<file path="src/rtl/fc_layer_par.sv">
// fc_layer_par: parametrised fully-connected layer, y = ReLU(W*x + b).
//   M outputs, N inputs, P parallel MAC lanes, G = M/P row groups, T-bit signed data.
//   Weights and biases come from external synchronous memories (1-cycle read latency).
// Ports:
//   clk, reset            clock (rising edge), synchronous active-high reset
//   s_valid/s_ready/data_in    input stream, x[0] first
//   m_valid/m_ready/data_out   output stream, y[0] first
//   w_addr/w_data         weight memory, address g*N+j, lane k = W[g*P+k][j]
//   b_addr/b_data         bias memory, address g, lane k = b[g*P+k]
// Optional feature macro LAYER_SAT_EN: full-width products and accumulator with the
// final sum saturated to T bits before ReLU. Undefined: T-bit wrap arithmetic.
//
// state     | meaning
// S_LOAD_X  | accept N input words into the x buffer
// S_COMPUTE | stream one row group through the MAC pipeline (N+3 cycles)
// S_DRAIN   | hand the P results of the group to the output stream
module fc_layer_par #(
  parameter int M = 6,
  parameter int N = 8,
  parameter int P = 2,
  parameter int T = 16,
  localparam int G  = M / P,
  localparam int WA = (G * N > 1) ? $clog2(G * N) : 1,
  localparam int BA = (G > 1) ? $clog2(G) : 1
) (
  input  logic                clk,
  input  logic                reset,
  input  logic                s_valid,
  output logic                s_ready,
  input  logic signed [T-1:0] data_in,
  output logic                m_valid,
  input  logic                m_ready,
  output logic signed [T-1:0] data_out,
  output logic [WA-1:0]       w_addr,
  input  logic [P*T-1:0]      w_data,
  output logic [BA-1:0]       b_addr,
  input  logic [P*T-1:0]      b_data
);
  localparam int CW = $clog2(N + 3);
  localparam int XW = (N > 1) ? $clog2(N) : 1;
  localparam int LW = (P > 1) ? $clog2(P) : 1;
`ifdef LAYER_SAT_EN
  localparam int PW = 2 * T;
  localparam int AW = 2 * T + $clog2(N) + 1;
  localparam logic signed [AW-1:0] SAT_MAX = {{(AW-T+1){1'b0}}, {(T-1){1'b1}}};
  localparam logic signed [AW-1:0] SAT_MIN = {{(AW-T+1){1'b1}}, {(T-1){1'b0}}};
`else
  localparam int PW = T;
  localparam int AW = T;
`endif

  typedef enum logic [1:0] {S_LOAD_X, S_COMPUTE, S_DRAIN} state_t;

  state_t               r_state, w_next;
  logic [CW-1:0]        r_cnt;
  logic [BA-1:0]        r_g;
  logic [LW-1:0]        r_lane;
  logic signed [T-1:0]  r_x [N];
  logic                 r_v1, r_v2;
  logic [XW-1:0]        r_j1, r_j2;
  logic signed [PW-1:0] r_prod [P];
  logic signed [T-1:0]  r_bias [P];
  logic signed [AW-1:0] r_acc [P];
  logic signed [T-1:0]  r_obuf [P];
  logic signed [PW-1:0] w_prod [P];
  logic signed [T-1:0]  w_sum [P];
  logic signed [T-1:0]  w_res [P];
  logic                 w_last_beat, w_comp_done, w_last_lane, w_last_group;

  assign w_last_beat  = (r_state == S_LOAD_X) && s_valid && (r_cnt == CW'(N - 1));
  assign w_comp_done  = (r_state == S_COMPUTE) && (r_cnt == CW'(N + 2));
  assign w_last_lane  = (r_lane == LW'(P - 1));
  assign w_last_group = (r_g == BA'(G - 1));

  always_ff @(posedge clk) begin
    if (reset) r_state <= S_LOAD_X;
    else       r_state <= w_next;
  end

  always_comb begin
    w_next   = r_state;
    s_ready  = 1'b0;
    m_valid  = 1'b0;
    data_out = '0;
    w_addr   = '0;
    b_addr   = r_g;
    case (r_state)
      S_LOAD_X: begin
        s_ready = 1'b1;
        if (w_last_beat) w_next = S_COMPUTE;
      end
      S_COMPUTE: begin
        // Hold the last column address while the pipeline drains.
        w_addr = WA'(int'(r_g) * N + ((r_cnt < CW'(N)) ? int'(r_cnt) : N - 1));
        if (w_comp_done) w_next = S_DRAIN;
      end
      S_DRAIN: begin
        m_valid  = 1'b1;
        data_out = r_obuf[r_lane];
        if (m_ready && w_last_lane) w_next = w_last_group ? S_LOAD_X : S_COMPUTE;
      end
      default: w_next = S_LOAD_X;
    endcase
  end

  // r_cnt counts input beats in S_LOAD_X and pipeline cycles in S_COMPUTE.
  always_ff @(posedge clk) begin
    if (reset) begin
      r_cnt  <= '0;
      r_g    <= '0;
      r_lane <= '0;
    end else begin
      case (r_state)
        S_LOAD_X: begin
          r_g <= '0;
          if (s_valid) r_cnt <= w_last_beat ? '0 : r_cnt + CW'(1);
        end
        S_COMPUTE: begin
          r_lane <= '0;
          r_cnt  <= w_comp_done ? '0 : r_cnt + CW'(1);
        end
        S_DRAIN: begin
          if (m_ready) begin
            r_lane <= w_last_lane ? '0 : r_lane + LW'(1);
            if (w_last_lane) r_g <= w_last_group ? '0 : r_g + BA'(1);
          end
        end
        default: ;
      endcase
    end
  end

  always_ff @(posedge clk) begin
    if ((r_state == S_LOAD_X) && s_valid) r_x[r_cnt[XW-1:0]] <= data_in;
  end

  // Products sized to PW: the T-bit multiply keeps only the low bits (wrap),
  // the 2T-bit multiply of sign-extended operands is exact (saturating build).
  always_comb begin
    for (int k = 0; k < P; k++) begin
      w_prod[k] = PW'(signed'(w_data[k*T +: T])) * PW'(r_x[r_j1]);
    end
  end

  always_ff @(posedge clk) begin
    if (reset) begin
      r_v1 <= 1'b0;
      r_v2 <= 1'b0;
    end else begin
      r_v1 <= (r_state == S_COMPUTE) && (r_cnt < CW'(N));
      r_v2 <= r_v1;
    end
  end

  always_ff @(posedge clk) begin
    r_j1 <= r_cnt[XW-1:0];
    r_j2 <= r_j1;
    for (int k = 0; k < P; k++) begin
      if (r_v1) begin
        r_prod[k] <= w_prod[k];
        if (r_j1 == '0) r_bias[k] <= signed'(b_data[k*T +: T]);
      end
      // Column 0 seeds the accumulator with the bias instead of the previous sum.
      if (r_v2) r_acc[k] <= ((r_j2 == '0) ? AW'(r_bias[k]) : r_acc[k]) + AW'(r_prod[k]);
      if (w_comp_done) r_obuf[k] <= w_res[k];
    end
  end

  always_comb begin
    for (int k = 0; k < P; k++) begin
`ifdef LAYER_SAT_EN
      if (r_acc[k] > SAT_MAX)      w_sum[k] = {1'b0, {(T-1){1'b1}}};
      else if (r_acc[k] < SAT_MIN) w_sum[k] = {1'b1, {(T-1){1'b0}}};
      else                         w_sum[k] = r_acc[k][T-1:0];
`else
      w_sum[k] = r_acc[k];
`endif
      w_res[k] = w_sum[k][T-1] ? '0 : w_sum[k];
    end
  end
endmodule

</file>
<file path="config.mk">
export PLATFORM = sky130hd
export DESIGN_NAME = fc_layer_par
export DESIGN_NICKNAME = d
export VERILOG_FILES = /design/src/rtl/fc_layer_par.sv
export SDC_FILE = /design/constraint.sdc
export NUM_CORES = 1
export LEC_CHECK = 0
export CAP_MARGIN = 40
export CORE_UTILIZATION = 39
export DETAILED_ROUTE_END_ITERATION = 8
export PLACE_DENSITY = 0.53
export SLEW_MARGIN = 40
export SYNTH_ARGS = -nofsm -noshare
export SYNTH_HDL_FRONTEND = slang
export SYNTH_SLANG_ARGS = --single-unit
</file>
<file path="constraint.sdc">
create_clock -name clk -period 19.2 [get_ports clk]
set_input_delay 1.92 -clock clk [delete_from_list [all_inputs] [get_ports clk]]
set_output_delay 1.92 -clock clk [all_outputs]
set_load 0.01 [all_outputs]
</file>
; ---- Word-level counts from Yosys, hierarchy flattened
; Memories as Yosys holds them, arrays and structs flattened. A register that Yosys moved wholly into a read port is not among the register bits.
; Cells that the tools add are included.
; Widths: inputs -> output; s select.
[totals]
reg_bits = 17
mem_bits_rw = 254
in_bits = 84
wordCells = 86
mem_count = 5
[classes]
addsub = 6
mul = 2
n_lt_le_gt_ge = 1
eq_ne = 11
mux = 38
reduce_logical = 15
[mem_list]
columns = memory, depth, word_bits, rd, rd_ports_with_merged_regs, write_ports, line
row1 = r_x, 8, 16, 1, 1, 1, 58  ; logic signed [T-1:0] r_x [N];
row2 = r_acc, 2, 16, 2, 0, 2, 63  ; logic signed [AW-1:0] r_acc [P];
row3 = r_bias, 2, 16, 2, 0, 2, 62  ; logic signed [T-1:0] r_bias [P];
row4 = r_prod, 2, 16, 2, 0, 2, 61  ; logic signed [PW-1:0] r_prod [P];
row5 = r_obuf, 2, 15, 1, 1, 2, 64  ; logic signed [T-1:0] r_obuf [P];
[op_table]
columns = op, n
row1 = $mux 16, 3
row2 = $add 16x16->16, 2
row3 = $mul 16x16->16, 2
row4 = $mux 15, 2
row5 = $mux 1, 18
row6 = $mux 4, 4
row7 = $mux 2, 6
row8 = $ne 2x2->1 const B, 6
row9 = $pmux 4 s2, 1
row10 = $logic_not 3->1, 2
row11 = $pmux 2 s3, 1
row12 = $reduce_and 3->1, 2
row13 = $reduce_bool 2->1, 3
row14 = $add 5x4->5, 1
row15 = $logic_and 1x1->1, 5
row16 = $mux 5, 1
row17 = $add 4x1->4 const B, 1
row18 = $eq 2x2->1 const B, 2
row19 = $eq 4x3->1 const B, 1
row20 = $eq 4x4->1 const B, 1
row21 = $lt 4x4->1 const B, 1
row22 = $pmux 2 s2, 1
row23 = $reduce_and 2->1, 2
row24 = $add 2x1->2 const B, 1
row25 = 4 further kinds, 4

; ---- Logic depth before layout (Yosys ltp)
; Gate-level depths: netlist (run 1).
[depth]
ltp_word = 6
depth_mapped = 27
mapped_depth_nobuf = 24

; ---- Worst setup path before layout (run 1)
; No wires, ideal clock.
[synth_path]
kind = input to register
start = in w_data[23]
end = mem r_prod[0][31] (netlist bit), data pin
setup_ns = 0.260
arrival_time_ns = 6.625
required_ns = 18.940
slack_ns = 12.315
path_stages = 20
cell_sequence = buf_1 and2_1 fa_1 inv_1 fa_1 inv_1 fa_1 inv_1 fa_1 inv_1 fa_1 inv_1 fa_1 inv_1 ha_1 a21oi_1 nor2b_1 a311o_1 o31a_1 xnor2_1
[synth_lines]
columns = item, line
row1 = start: declaration, 35  ; input logic [P*T-1:0] w_data,
row2 = end: declaration, 61

==> results of run 1 <==
-- final cells by class --
type                            count  area (um^2)
Clock buffer                       43          841
Clock inverter                     12         83.8
Fill cell                        4585        27500
Inverter                          263          987
Multi-Input combinational cell   1092        10500
Sequential cell                   272         7990
Tap cell                          672          841
Timing Repair Buffer              129         1240
-- Yosys cell counts, drive strengths merged, types with 2 or more instances --
master	n
xnor3	2
nor4	2
buf	19
nor2b	82
a21o	13
mux2	56
mux4	10
nand2b	11
o31a	4
o21a	15
xor2	21
mux2i	30
nand4	3
a21oi	36
edfxtp	254
clkbuf	44
and2	95
inv	263
nand2	161
a211oi	24
dfxtp	18
o22ai	12
xnor2	84
fa	160
ha	154
o41ai	2
nand3	6
o21ai	10
a311o	2
nor2	50
nor3	20
o21bai	13
-- sequential cells by signal (all words and copies together) (netlist names), named ones only --
signal   cells
r_cnt        4
r_v1         1
r_v2         1
r_prod      32
b_addr       2
r_state      2
r_bias      32
r_j2         3
r_lane       1
r_x        128
r_obuf      30
r_j1         3
r_acc       32
-- logic make-up (layout without fill, tap and decap cells) --
| group | count (synthesis) | after routing | synth area share, % |
|---|---|---|---|
| and+or+nand+nor | 436 | 436 | 11.1 |
| buffers and inverters | 326 | 447 | 6.59 |
| adders and majority gates | 314 | 314 | 26.0 |
| DFF | 272 | 272 | 40.5 |
| AOI/OAI and AO/OA | 138 | 138 | 4.96 |
| xor gates and xnor gates | 107 | 107 | 4.93 |
| muxes | 96 | 96 | 5.90 |
| other | 1 | 1 | 0.0190 |
-- worst max-delay path by stage --
stage | startpoint | endpoint | slack, ns
after floorplan | w_data[23] | r_prod[0][31] | 12.32
after global placement | w_data[6] | r_prod[0][15] | 11.25
after detailed placement | w_data[6] | r_prod[0][15] | 11.14
after CTS | r_j1[1] | r_prod[0][15] | 11.62
after global routing | r_j1[1] | r_prod[0][31] | 11.35
final | w_data[6] | r_prod[0][15] | 11.78
-- placed cells by master (no fill, tap or decap), types with 4 or more instances in the layout --
cell | synthesis | routed
o22ai_1 | 12 | 12
a21oi_1 | 36 | 36
o31a_1 | 4 | 4
clkinv_2 | 0 | 4
ha_1 | 154 | 154
a211oi_1 | 15 | 14
nand2b_1 | 11 | 11
edfxtp_1 | 254 | 254
o21ai_0 | 10 | 10
nor2b_1 | 82 | 82
fa_1 | 160 | 160
o21bai_1 | 13 | 13
nand3_1 | 6 | 6
a211oi_2 | 8 | 9
mux4_2 | 9 | 9
nor3_1 | 20 | 17
o21a_1 | 15 | 15
nand2_1 | 159 | 159
clkbuf_16 | 0 | 31
a21o_1 | 13 | 13
xor2_1 | 21 | 21
xnor2_1 | 83 | 83
nor2_1 | 50 | 49
mux2i_1 | 30 | 29
mux2_2 | 52 | 52
clkdlybuf4s50_1 | 0 | 107
buf_4 | 3 | 21
clkbuf_1 | 44 | 10
and2_1 | 95 | 95
inv_1 | 263 | 263
dfxtp_1 | 18 | 17
-- worst max-delay path, delay by kind of cell --
kind                       cells  cell delay, ns
and+or+nand+nor                1            0.14
buffers and inverters          3            0.86
adders and majority gates      6            2.93
xor gates and xnor gates       8            1.86
-- metal layers --
| layer | vias up | part of all wire (%) | global-route usage [%] |
|---|---|---|---|
| met2 | 167 | 47 | 28.7 |
| met3 | 21 | 3.1 | 1.78 |
| met5 | - | 0 | 0 |
| met1 | 5930 | 49 | 23.9 |
| met4 | 0 | 0.90 | 2.68 |
| li1 | 5765 | - | - |
-- metrics by stage --
stage	utilization [%]	hold slack (ns)	setup WS [ns]
2_1_floorplan	-	0.329	12.32
3_3_place_gp	43.1	0.444	11.25
4_1_cts	44.9	0.448	11.62
3_5_place_dp	43.1	0.438	11.14
5_1_grt	44.9	0.465	11.35
6_report	44.9	0.443	11.78
==> metrics.txt, run 1 <==
register bit total from synthesis=272; Synth Flop Type=edfxtp_1; syn avg cell area=11.7 um^2; setup TNS=0 ns; Initial Utilization=39.5%; clock skew=0.0200 ns; routed wire length=41900 um; Yosys cell types=58; hold path endpoint=r_j1[0]; Post-Layout Cell Count=2483; CP Data Required Time=19.50 ns; global-route wire length before repair=67700 um; sequential share of the synthesized area=40.5%; worst-margin pin slew=0.837 ns; Yosys warning total=0; Fmax=135 MHz; Longest Clk Path Bufs=3; Diodes inserted=0; CTS Buf Count=31; Max Cap Viol=0; fin crit period=7.42 ns; hold depth=0; Syn Nets=2088; crit-path max FO=10; worst reg2reg path endpoint=r_prod[0][15]; root buf cell=clkbuf_16; die height=227 um; vias per inst=4.79; Die ar.=51500 um^2; Placer Congestion=0.795; DRC viols=0; share of cells above drive strength 1=8.17%; Core Box Area=50000 um^2; RSZ-0062 raised after global routing=no; Critical Path End Type=flip-flop; status=finished, final reports clean; Vias=11883; First DRT Iteration DRCs=511; antenna violations before repair=0; CTS hold repair buffers=0; CTS resizes=0; nets@finish=2187; PortBufs=107; Worst path slowest cell=clkdlybuf4s50_1; area grow syn2layout=13.9%; Sinks on Clock Net=272; placed cell areas=21500 um^2; top-area cell type share of the netlist area=38.7%; slowest cell delay on critical path=0.75 ns; period utilization=38.7%; hold path startpoint=r_cnt[0]; cells along the critical path=clkdlybuf4s50_1 > nand2_1 > fa_1 > inv_1 > fa_1 > inv_1 > fa_1 > fa_1 > fa_1 > fa_1 > xnor2_1 > xnor2_1 > xnor2_1 > xnor2_1 > xnor3_1 > xnor2_1 > xnor2_1 > xnor2_1; clk_lat worst skew=0.57 ns; Reg clk slew, reported paths=0.06 ns; R2R Path Start=r_j1[1]; WS Path Type=in -> reg; DR pass1 iterations=4; Inst Count DP=2428; Slew HR=44.1%; R2R depth=19; GRT overflow=0; die width=227 um; number of routed nets with antenna violations=0; vias in the first global route=12470; ranking of synthesized cells by area=edfxtp_1 39%, fa_1 16%, ha_1 9.8%; r2r setup slk=11.80 ns; Cell Rows=82; final hold violation count=0; htree depth=1; setup bufs post-CTS=0; most used cell, CP=xnor2_1; CTS tree=done; Post-Syn Area=19700 um^2; largest net degree at the start of global routing=68; final setup vio count=0; number of synthesized flops with an enable pin=254; design area=22500 um^2; crit path DAT=7.73 ns; Total GRT Usage=17.0%; Avg WL per Cell=16.9 um; placed wire-length estimate=30800 um; async set-reset flop share out of synthesis=0%; io pins=109; Synth area leader=edfxtp_1; CP Launch Type=input port; Hold WC Path Type=reg -> reg; Final Max Slew Viols=0; Mapped Cells=1690
Power of run 1 is left out: the tool's default activity adds up to more than one toggle a clock period on the data nets, which glitch-free logic cannot reach.
==> inputs of run 2 (changes only) <==
==> constraint.sdc (replaced) <==
create_clock -name clk -period 7.3 [get_ports clk]
set_input_delay 0.73 -clock clk [delete_from_list [all_inputs] [get_ports clk]]
set_output_delay 0.73 -clock clk [all_outputs]
set_load 0.01 [all_outputs]
==> metrics.txt, run 2 (same netlist as run 1, synthesis figures left out) <==
max reg flops=128; crit path DAT=7.11 ns; GRT overflow=0; clk_lat worst skew=0.53 ns; CTS Buf Count=35; Max Cap Viol=0; setup TNS=0 ns; slowest cell delay on critical path=0.71 ns; Post-Layout Cell Count=2507; Fmax=146 MHz; htree depth=2; Sinks on Clock Net=272; Final Max Slew Viols=0; worst reg2reg path endpoint=r_prod[0][15]; crit-path max FO=18; CP Data Required Time=7.58 ns; vias in the first global route=12705; worst-margin pin slew=0.716 ns; WS Path Type=reg -> reg; Hold WC Path Type=reg -> reg; io pins=109; largest net degree at the start of global routing=51; GRT busiest layer=met2; setup bufs post-CTS=0; cells along the critical path=mux4_2 > mux2_2 > buf_4 > and2_1 > fa_1 > inv_1 > fa_1 > inv_1 > ha_1 > inv_1 > fa_1 > inv_1 > ha_1 > inv_1 > fa_1 > inv_1 > ha_1 > nor2b_1 > o21a_1 > o21a_1 > o21a_1 > a311o_1 > o31a_1 > xnor2_1; R2R Path Start=r_j1[0]; commonest cells after routing, fill and taps aside=263 x inv_1, 254 x edfxtp_1, 160 x fa_1; placed cell areas=21700 um^2; placed wire-length estimate=31700 um; status=finished, final reports clean; r2r setup slk=0.47 ns; die height=227 um; hold path startpoint=r_cnt[0]; Initial Utilization=39.5%; Worst path slowest cell=dfxtp_2; DR pass1 iterations=5; PortBufs=107; Avg WL per Cell=17.1 um; global-route wire length before repair=69200 um; root buf cell=clkbuf_16; Total GRT Usage=17.6%; area grow syn2layout=15.6%; grt met3 use=2.28%; share of cells above drive strength 1=9.32%; Reg clk slew, reported paths=0.06 ns; CP Launch Type=flip-flop; Critical Path End Type=flip-flop; design area=22800 um^2; final setup vio count=0; hold path endpoint=r_j1[0]; RSZ-0062 raised after global routing=no; fin crit period=6.83 ns; CTS tree=done; CTS resizes=0; routed wire length=42900 um; Longest Clk Path Bufs=3; Core Box Area=50000 um^2; Placer Congestion=0.841; DRC viols=0; final core utilization=45.6%; number of routed nets with antenna violations=0; hold depth=0; die width=227 um; period utilization=93.6%; final hold violation count=0; antenna violations before repair=0; CTS hold repair buffers=0; met1 Use GR=24.2%; R2R depth=24; Inst Count DP=2444; Die ar.=51500 um^2; Slew HR=52.0%; Vias=12044; most used cell, CP=inv_1; clock skew=0.0270 ns; Diodes inserted=0; M2 GR Usage=29.1%; most common cell after layout, fill and taps aside=inv_1; vias per inst=4.80; Cell Rows=82; First DRT Iteration DRCs=523; nets@finish=2208
## run 2: changes by cell type in the layout (fill, tap and decap cells not counted), sizes merged
cell / previous run / this run
buf: 22 / 39
clkbuf: 43 / 51
clkinv: 8 / 6
bufinv: 0 / 1
## run 2: through the flow
stage          hold slack, ns  setup WS, ns
6_report                0.475         0.469
3_3_place_gp            0.465         0.475
3_5_place_dp            0.462         0.412
5_1_grt                 0.501        0.0488
2_1_floorplan           0.329         0.834
4_1_cts                 0.477         0.417
## run 2: layout make-up
class / instances / area [um^2]
Multi-Input combinational cell: 1092 / 10500
Timing Repair Buffer: 146 / 1410
Sequential cell: 272 / 7990
Inverter: 263 / 987
Clock inverter: 11 / 88.8
Fill cell: 4621 / 27200
Clock buffer: 51 / 1020
Tap cell: 672 / 841
## run 2: critical path: cells and delay by family (launching register included)
family                   cells  cell delay, ns
XOR/XNOR                     1            0.13
adder cells (fa/ha/maj)      7            2.62
multiplexers                 2            1.00
flip-flops                   1            0.71
AND/OR/NAND/NOR              2            0.33
buffers and inverters        7            0.51
AO/OA/AOI/OAI                5            1.26
## run 2: worst max path at each step
stage	startpoint	to	slack [ns]	cells past startpoint
4_1_cts	r_j1[0]	r_prod[0][15]	0.42	24
5_1_grt	r_j1[1]	r_prod[0][31]	0.05	20
6_report	r_j1[0]	r_prod[0][15]	0.47	24
3_5_place_dp	r_j1[0]	r_prod[0][15]	0.41	24
3_3_place_gp	r_j1[1]	r_prod[0][31]	0.48	22
2_1_floorplan	r_j1[0]	r_prod[0][31]	0.83	23
## run 2: metal layers
| metal | share of wire [%] | up-vias |
|---|---|---|
| li1 | - | 5809 |
| met2 | 47 | 225 |
| met1 | 48 | 5956 |
| met4 | 2.2 | 0 |
| met3 | 3.5 | 54 |
| met5 | 0 | - |
Power of run 2 is left out for the same reason.
